File: src/rtl/conv_layer_ctrl.sv
`default_nettype none
//============================================================================
// Module      : conv_layer_ctrl
// Description : Frame sequencer for the shared 1-D convolution engine.
//               For every accepted frame it runs NUM_CH kernels through the
//               engine one at a time, captures the three 24-bit results of
//               each run and streams them downstream with valid/ready.
// Revision    : 1.0 - initial release
//============================================================================
module conv_layer_ctrl #(
    parameter int NUM_CH  = 4,
    parameter int CH_W    = (NUM_CH > 1) ? $clog2(NUM_CH) : 1,
    parameter int TIMEOUT = 15
) (
    input  logic            i_clk,
    input  logic            i_rst,
    input  logic            i_frame_valid,
    output logic            o_frame_ready,
    output logic [CH_W-1:0] o_kern_sel,
    output logic            o_conv_start,
    input  logic            i_conv_finished,
    // Engine output k (k = 0..2) sits at bits [24*k +: 24].
    input  logic [71:0]     i_conv_weights,
    output logic            o_out_valid,
    input  logic            i_out_ready,
    output logic [23:0]     o_out_data,
    output logic [CH_W-1:0] o_out_ch,
    output logic [1:0]      o_out_pos,
    output logic            o_out_last,
    output logic            o_busy,
    output logic            o_done,
    output logic            o_err
);

    localparam int CNT_W = (TIMEOUT > 1) ? $clog2(TIMEOUT) : 1;

    localparam logic [CH_W-1:0]  c_last_ch  = CH_W'(NUM_CH - 1);
    localparam logic [CNT_W-1:0] c_cnt_max  = CNT_W'(TIMEOUT - 1);
    localparam logic [1:0]       c_last_pos = 2'd2;

    typedef enum logic [2:0] {
        S_IDLE  = 3'd0,
        S_LOAD  = 3'd1,
        S_START = 3'd2,
        S_WAIT  = 3'd3,
        S_EMIT  = 3'd4,
        S_DONE  = 3'd5
    } state_t;

    state_t           r_state_q;
    logic [CH_W-1:0]  r_ch_q;
    logic [1:0]       r_pos_q;
    logic [CNT_W-1:0] r_cnt_q;
    logic [23:0]      r_res_q [3];
    logic             r_err_q;
    logic [23:0]      w_beat_data;

    // Sequencer: frame accept, kernel stepping, engine wait with timeout, beat emission.
    always_ff @(posedge i_clk) begin
        if (i_rst) begin
            r_state_q <= S_IDLE;
            r_ch_q    <= '0;
            r_pos_q   <= '0;
            r_cnt_q   <= '0;
            r_err_q   <= 1'b0;
            for (int k = 0; k < 3; k++) begin
                r_res_q[k] <= '0;
            end
        end else begin
            case (r_state_q)
                S_IDLE: begin
                    // Engine completions are not ours to consume while idle.
                    if (i_frame_valid) begin
                        r_ch_q    <= '0;
                        r_err_q   <= 1'b0;
                        r_state_q <= S_LOAD;
                    end
                end
                S_LOAD: begin
                    // One cycle for the kernel ROM to present the selected kernel.
                    r_state_q <= S_START;
                end
                S_START: begin
                    r_cnt_q   <= '0;
                    r_state_q <= S_WAIT;
                end
                S_WAIT: begin
                    if (i_conv_finished) begin
                        for (int k = 0; k < 3; k++) begin
                            r_res_q[k] <= i_conv_weights[24*k +: 24];
                        end
                        r_pos_q   <= '0;
                        r_state_q <= S_EMIT;
                    end else if (r_cnt_q == c_cnt_max) begin
                        // Engine hung: abandon the whole frame, flag it, no done.
                        r_err_q   <= 1'b1;
                        r_state_q <= S_IDLE;
                    end else begin
                        r_cnt_q <= r_cnt_q + 1'b1;
                    end
                end
                S_EMIT: begin
                    if (i_out_ready) begin
                        if (r_pos_q == c_last_pos) begin
                            if (r_ch_q == c_last_ch) begin
                                r_state_q <= S_DONE;
                            end else begin
                                r_ch_q    <= r_ch_q + 1'b1;
                                r_state_q <= S_LOAD;
                            end
                        end else begin
                            r_pos_q <= r_pos_q + 1'b1;
                        end
                    end
                end
                S_DONE: begin
                    r_state_q <= S_IDLE;
                end
                default: begin
                    r_state_q <= S_IDLE;
                end
            endcase
        end
    end

    // Select the captured result addressed by the beat position.
    always_comb begin
        w_beat_data = '0;
        case (r_pos_q)
            2'd0:    w_beat_data = r_res_q[0];
            2'd1:    w_beat_data = r_res_q[1];
            2'd2:    w_beat_data = r_res_q[2];
            default: w_beat_data = '0;
        endcase
    end

    // All outputs are straight decodes of registered state, so they change
    // only at clock edges and beat fields hold while the sink stalls.
    assign o_frame_ready = (r_state_q == S_IDLE);
    assign o_busy        = (r_state_q != S_IDLE);
    assign o_kern_sel    = r_ch_q;
    assign o_conv_start  = (r_state_q == S_START);
    assign o_out_valid   = (r_state_q == S_EMIT);
    assign o_out_data    = w_beat_data;
    assign o_out_ch      = r_ch_q;
    assign o_out_pos     = r_pos_q;
    assign o_out_last    = (r_state_q == S_EMIT) && (r_pos_q == c_last_pos) &&
                           (r_ch_q == c_last_ch);
    assign o_done        = (r_state_q == S_DONE);
    assign o_err         = r_err_q;

endmodule
`default_nettype wire
File: config.mk
export PLATFORM = sky130hd
export DESIGN_NAME = conv_layer_ctrl
export DESIGN_NICKNAME = d
export VERILOG_FILES = /design/src/rtl/conv_layer_ctrl.sv
export SDC_FILE = /design/constraint.sdc
export NUM_CORES = 1
export LEC_CHECK = 0
export ABC_AREA = 1
export ABC_CLOCK_PERIOD_IN_PS = 3700
export CORE_MARGIN = 2
export CORE_UTILIZATION = 30
export CTS_CLUSTER_DIAMETER = 40
export DETAILED_ROUTE_END_ITERATION = 6
export GPL_TIMING_DRIVEN = 0
export SYNTH_ARGS = -nofsm -noshare
export SYNTH_HDL_FRONTEND = slang
export SYNTH_SLANG_ARGS = --single-unit
File: constraint.sdc
create_clock -name i_clk -period 3.7 [get_ports i_clk]
set_input_delay 0.555 -clock i_clk [delete_from_list [all_inputs] [get_ports i_clk]]
set_output_delay 0.555 -clock i_clk [all_outputs]
set_load 0.01 [all_outputs]
[After elaboration in Yosys (flattened, before gate mapping)]
Memories as Yosys holds them, arrays and structs flattened.
Cells that the tools add are included.
W data, S select, Z words.
Storage, ports and cells
  register bits: 12
  latch bits: 0
  bits in writable memories: 72
  memory bits (read-only): 0
  input port bits: 77
  logic and storage cells: 78
  memories kept: 1
Memory list
  r_res_q: depth 3, width 24, rd ports 3, clocked after Yosys merged registers in 0, write ports 3, line 54  | logic [23:0] r_res_q [3];
Operators by class
  add/sub/neg operators: 3
  $mul: 0
  div/mod/pow operators: 0
  magnitude comparators: 0
  equal/unequal tests: 19
  shifts and indexed selects: 0
  multiplexer cells: 33
  bitwise operators: 3
  reduce and logical (&&, ||, !) cells: 14
Operator list (count)
  $mux W24: 3
  $pmux W24 S3: 1
  $mux W3: 6
  $pmux W3 S5: 1
  $mux W2: 7
  $ne A2 B2 Y1 const B: 7
  $reduce_and A4 Y1: 3
  $mux W1: 9
  $mux W4: 2
  $pmux W2 S2: 2
  $pmux W4 S2: 1
  $reduce_bool A2 Y1: 4
  $eq A3 B2 Y1 const B: 2
  $eq A3 B3 Y1 const B: 2
  $reduce_and A5 Y1: 1
  $add A2 B1 Y2 const B: 2
  $add A4 B1 Y4 const B: 1
  $eq A2 B2 Y1 const B: 2
  $eq A4 B4 Y1 const B: 1
  $ne A2 B1 Y1 const B: 2
  $eq A3 B1 Y1 const B: 1
  $logic_not A3 Y1: 1
  $ne A3 B3 Y1 const B: 1
  $or A1 B1 Y1: 3
  6 further kinds: 7

[Logic depth before layout (Yosys ltp)]
  depth after elaboration: 5
  depth in mapped cells: 9

[Worst setup path after synthesis]
Ideal clock, no wire load.
  path kind: input to register
  start point: input port i_rst
  end point: memory r_res_q[0][0] (enable)
  setup time: 743 ps
  data arrival time: 2147 ps
  required time: 2957 ps
  slack: 810 ps
  stages on the path: 3
  buffers on the path: 1
  path through: inv_1 clkbuf_1 nand2_1
RTL lines
  start: declaration: line 16  | input logic i_rst,
  end: declaration: line 54

[Worst setup path after layout]
  start point: register r_pos_q[1], in the netlist o_out_pos[1]
  end point: output port o_out_data[20]
Between the ends
  longest elaborated chain between the ends: 2
Ends and longest elaborated chain
  start: declaration: line 52  | logic [1:0] r_pos_q;
  start signal: assignment: line 112  | r_pos_q <= r_pos_q + 1'b1;
  $eq A2 B2 Y1 (tied with other cells): line 129  | case (r_pos_q)
  $pmux W24 S3 (*): line 129
  end: declaration: line 26  | output logic [23:0] o_out_data,
Every way passes the cells marked *; elsewhere a longest branch is shown, timed or not.

==> impl_metrics.toml <==
[place]
numPortBuffers = 113
hpwlAfterDp_um = 7444
place.gp.congestion = 0.7810
place_area_um2 = 5584
dp_slack_ns = 0.9449

[power_and_ir_drop]
pwr-share-clk = 0.229
seqPwrFrac = 0.352
switchingPower_mw = 1.177
pwr-share-comb = 0.419
power.internal_mw = 2.244
p_sw_frac = 0.3441
peakVddDrop_v = 0.0002537
power_leakage_nw = 2.764
finalPower_mw = 3.421
power_density_nw_per_um2 = 586.1

[detailed_routing]
routed_via_density = 4.259
wl_per_cell_um = 12.60
vias = 3484
finalWirelength_um = 10310
met1Wirelength_um = 4588
antenna_left = 0
dr_wl_met3_um = 548
top_layer_used = "met4"
drc = 0
wl_met2_um = 5012
drtIter0Drc = 172
firstDrtPassIters = 5

[cts]
cts.repair.resized = 0
cts_max_level = 3
clockBufferDepth = 2
postCtsHoldBufs = 0
cts_setup_buffers = 0
clk_pin_slew_ns = 0.06
cts_sinks = 84
root_buffer = "clkbuf_16"
cts_buffers = 9
clk_latency_ns = 0.33
cts_tree = "done"

[sta]
rsz0062_at_grt = "no"
tightest_slew_ns = 0.9562
hold_ws_ns = 0.4771
period_share = 0.8253
slew_violations = 0
hold_viol = 0
finalClockSkew_ns = 0.003132
layout_min_cycle_time_ns = 3.054
postLayoutSetupSlackWorst_ns = 0.6463
tns_ns = 0
fmax_ghz = 0.3275
final-setup-viol-count = 0
maxSlewHeadroom = 0.3626

[floorplanning]
fp-row-count = 43
die_area_um2 = 15030
die_w_um = 122.6
start_util = 0.3052
io_pins = 114
die_h_um = 122.6
coreArea_um2 = 13830

[synthesis]
ys_types = 20
synth_top_area_cell = "edfxtp_1"
ys_ff_latch = 84
netlist_area_um2 = 4220
synth_edf_count = 72
synth.net_count = 594
ys.flop_type = "edfxtp_1"
synth_area_leaders = "edfxtp_1 51%, nand2_1 12%, inv_1 10%"
ys_seq_area_frac = 0.5692
synth.top_cell.area_share = 0.5123
async_reset_ff_frac = 0
post_synth.cell_area_avg_um2 = 8.291
yosysWarningCount = 0
synthCells = 509

[worst_setup_path]
crit_type = "register to output pin"
crit_required_ns = 3.14
critPathCaptureType = "output pin"
crit_fanout = 10
worstPathArrival_ns = 2.50
cp-start-kind = "register"

[grt]
grt_max_degree = 73
first_global_vias = 3409
grt_pass1_wl_um = 16260
overflow = 0
antenna_found_initial = 0
track_usage = 0.1433

[final_layout]
syn2layout_area_growth_pct = 38.30
nFillCells = 1383
fin_nets = 718
design_area_um2 = 5837
n_antenna_cell = 0
drive_above_1_share = 0.03918

[run_status]
status = "finished clean"

[min_path]
hold_class = "register to register"

[run]
maxCapViolations = 0
path summary, 6_finish.rpt:
| path | start | end | slack (ns) | cells past startpoint |
|---|---|---|---|---|
| worst max register to register | r_state_q[0] | r_res_q[0][15] | 1.69 | 4 |
| worst min register to register | o_err | o_err | 0.48 | 2 |
| worst min-delay path | o_err | o_err | 0.48 | 2 |
| worst max-delay path | o_out_pos[1] | o_out_data[20] | 0.65 | 8 |
sequential cells by signal, indices dropped and copies added, names as in the netlist:
name,cells
r_res_q,72
r_cnt_q,4
r_state_q,3
o_kern_sel,2
o_out_pos,2
o_err,1
worst max-delay path: stages (launching register included):
cell             delay (ns)
dfxtp_1                0.36
inv_1                  0.10
ha_1                   0.31
clkbuf_1               0.48
nand2_1                0.11
nand3_1                0.12
nand2_1                0.06
inv_1                  0.09
clkdlybuf4s50_1        0.54
cells in the mapped netlist (2+ instances only):
master	instances
nand2_1	132
inv_1	118
nor2_1	96
edfxtp_1	72
nand3_1	33
dfxtp_1	12
ha_1	8
a21oi_1	7
buf_6	7
clkbuf_1	7
nand4_1	3
o21ai_0	3
buf_1	2
buf_4	2
nor2_4	2
area by class of cell:
cell class / instances / area (um2) / area share
Clock inverter: 4 / 16.27 / 0.002787
Buffer: 18 / 127.6 / 0.02186
Timing Repair Buffer: 113 / 1131 / 0.1938
Inverter: 119 / 446.7 / 0.07653
Multi-Input combinational cell: 288 / 1251 / 0.2144
Clock buffer: 12 / 236.5 / 0.04051
Tap cell: 180 / 225.2 / 0.03859
Sequential cell: 84 / 2402 / 0.4116
per-layer routing:
metal,vias to the layer above,global-route usage
li1,1780,-
met5,-,0
met4,0,0.05172
met2,110,0.2465
met1,1582,0.1805
met3,12,0.02463
through the flow:
stage / util / instances
detailed placement: 0.4039 / 802
floorplan: - / 509
finish: 0.4221 / 818
global placement: 0.4033 / 802
CTS: 0.4221 / 818
global route: 0.4221 / 818
logic make-up after synthesis:
kind of cell               share of synthesized area
and+or+nand+nor                               0.2573
adders and majority gates                    0.02372
buffers and inverters                         0.1361
AOI/OAI and AO/OA                            0.01364
DFF                                           0.5692
placed cells by master, fill, tap and decap left out:
cell type        instances
a21oi_1                  7
buf_1                    2
buf_4                    2
buf_6                    7
clkbuf_1                10
clkbuf_16                9
clkdlybuf4s50_1        113
clkinv_1                 3
clkinv_2                 1
dfxtp_1                 12
edfxtp_1                72
ha_1                     8
inv_1                  118
inv_2                    1
nand2_1                131
nand2_4                  1
nand3_1                 33
nand3_2                  1
nand3b_1                 1
nand4_1                  3
nor2_1                  96
nor2_2                   1
nor2_4                   2
o211ai_1                 1
o21ai_0                  3
power by group through the flow:
stage               sequential, mW  combinational [mW]  clock, mW
finish                        1.20                1.43      0.783
global placement              1.23                1.43          0
detailed placement            1.23                1.45          0
floorplan                     1.23               0.747          0
CTS                           1.21                1.46      0.801
global route                  1.22                1.61      0.842
(Power assumes the default switching activity.)
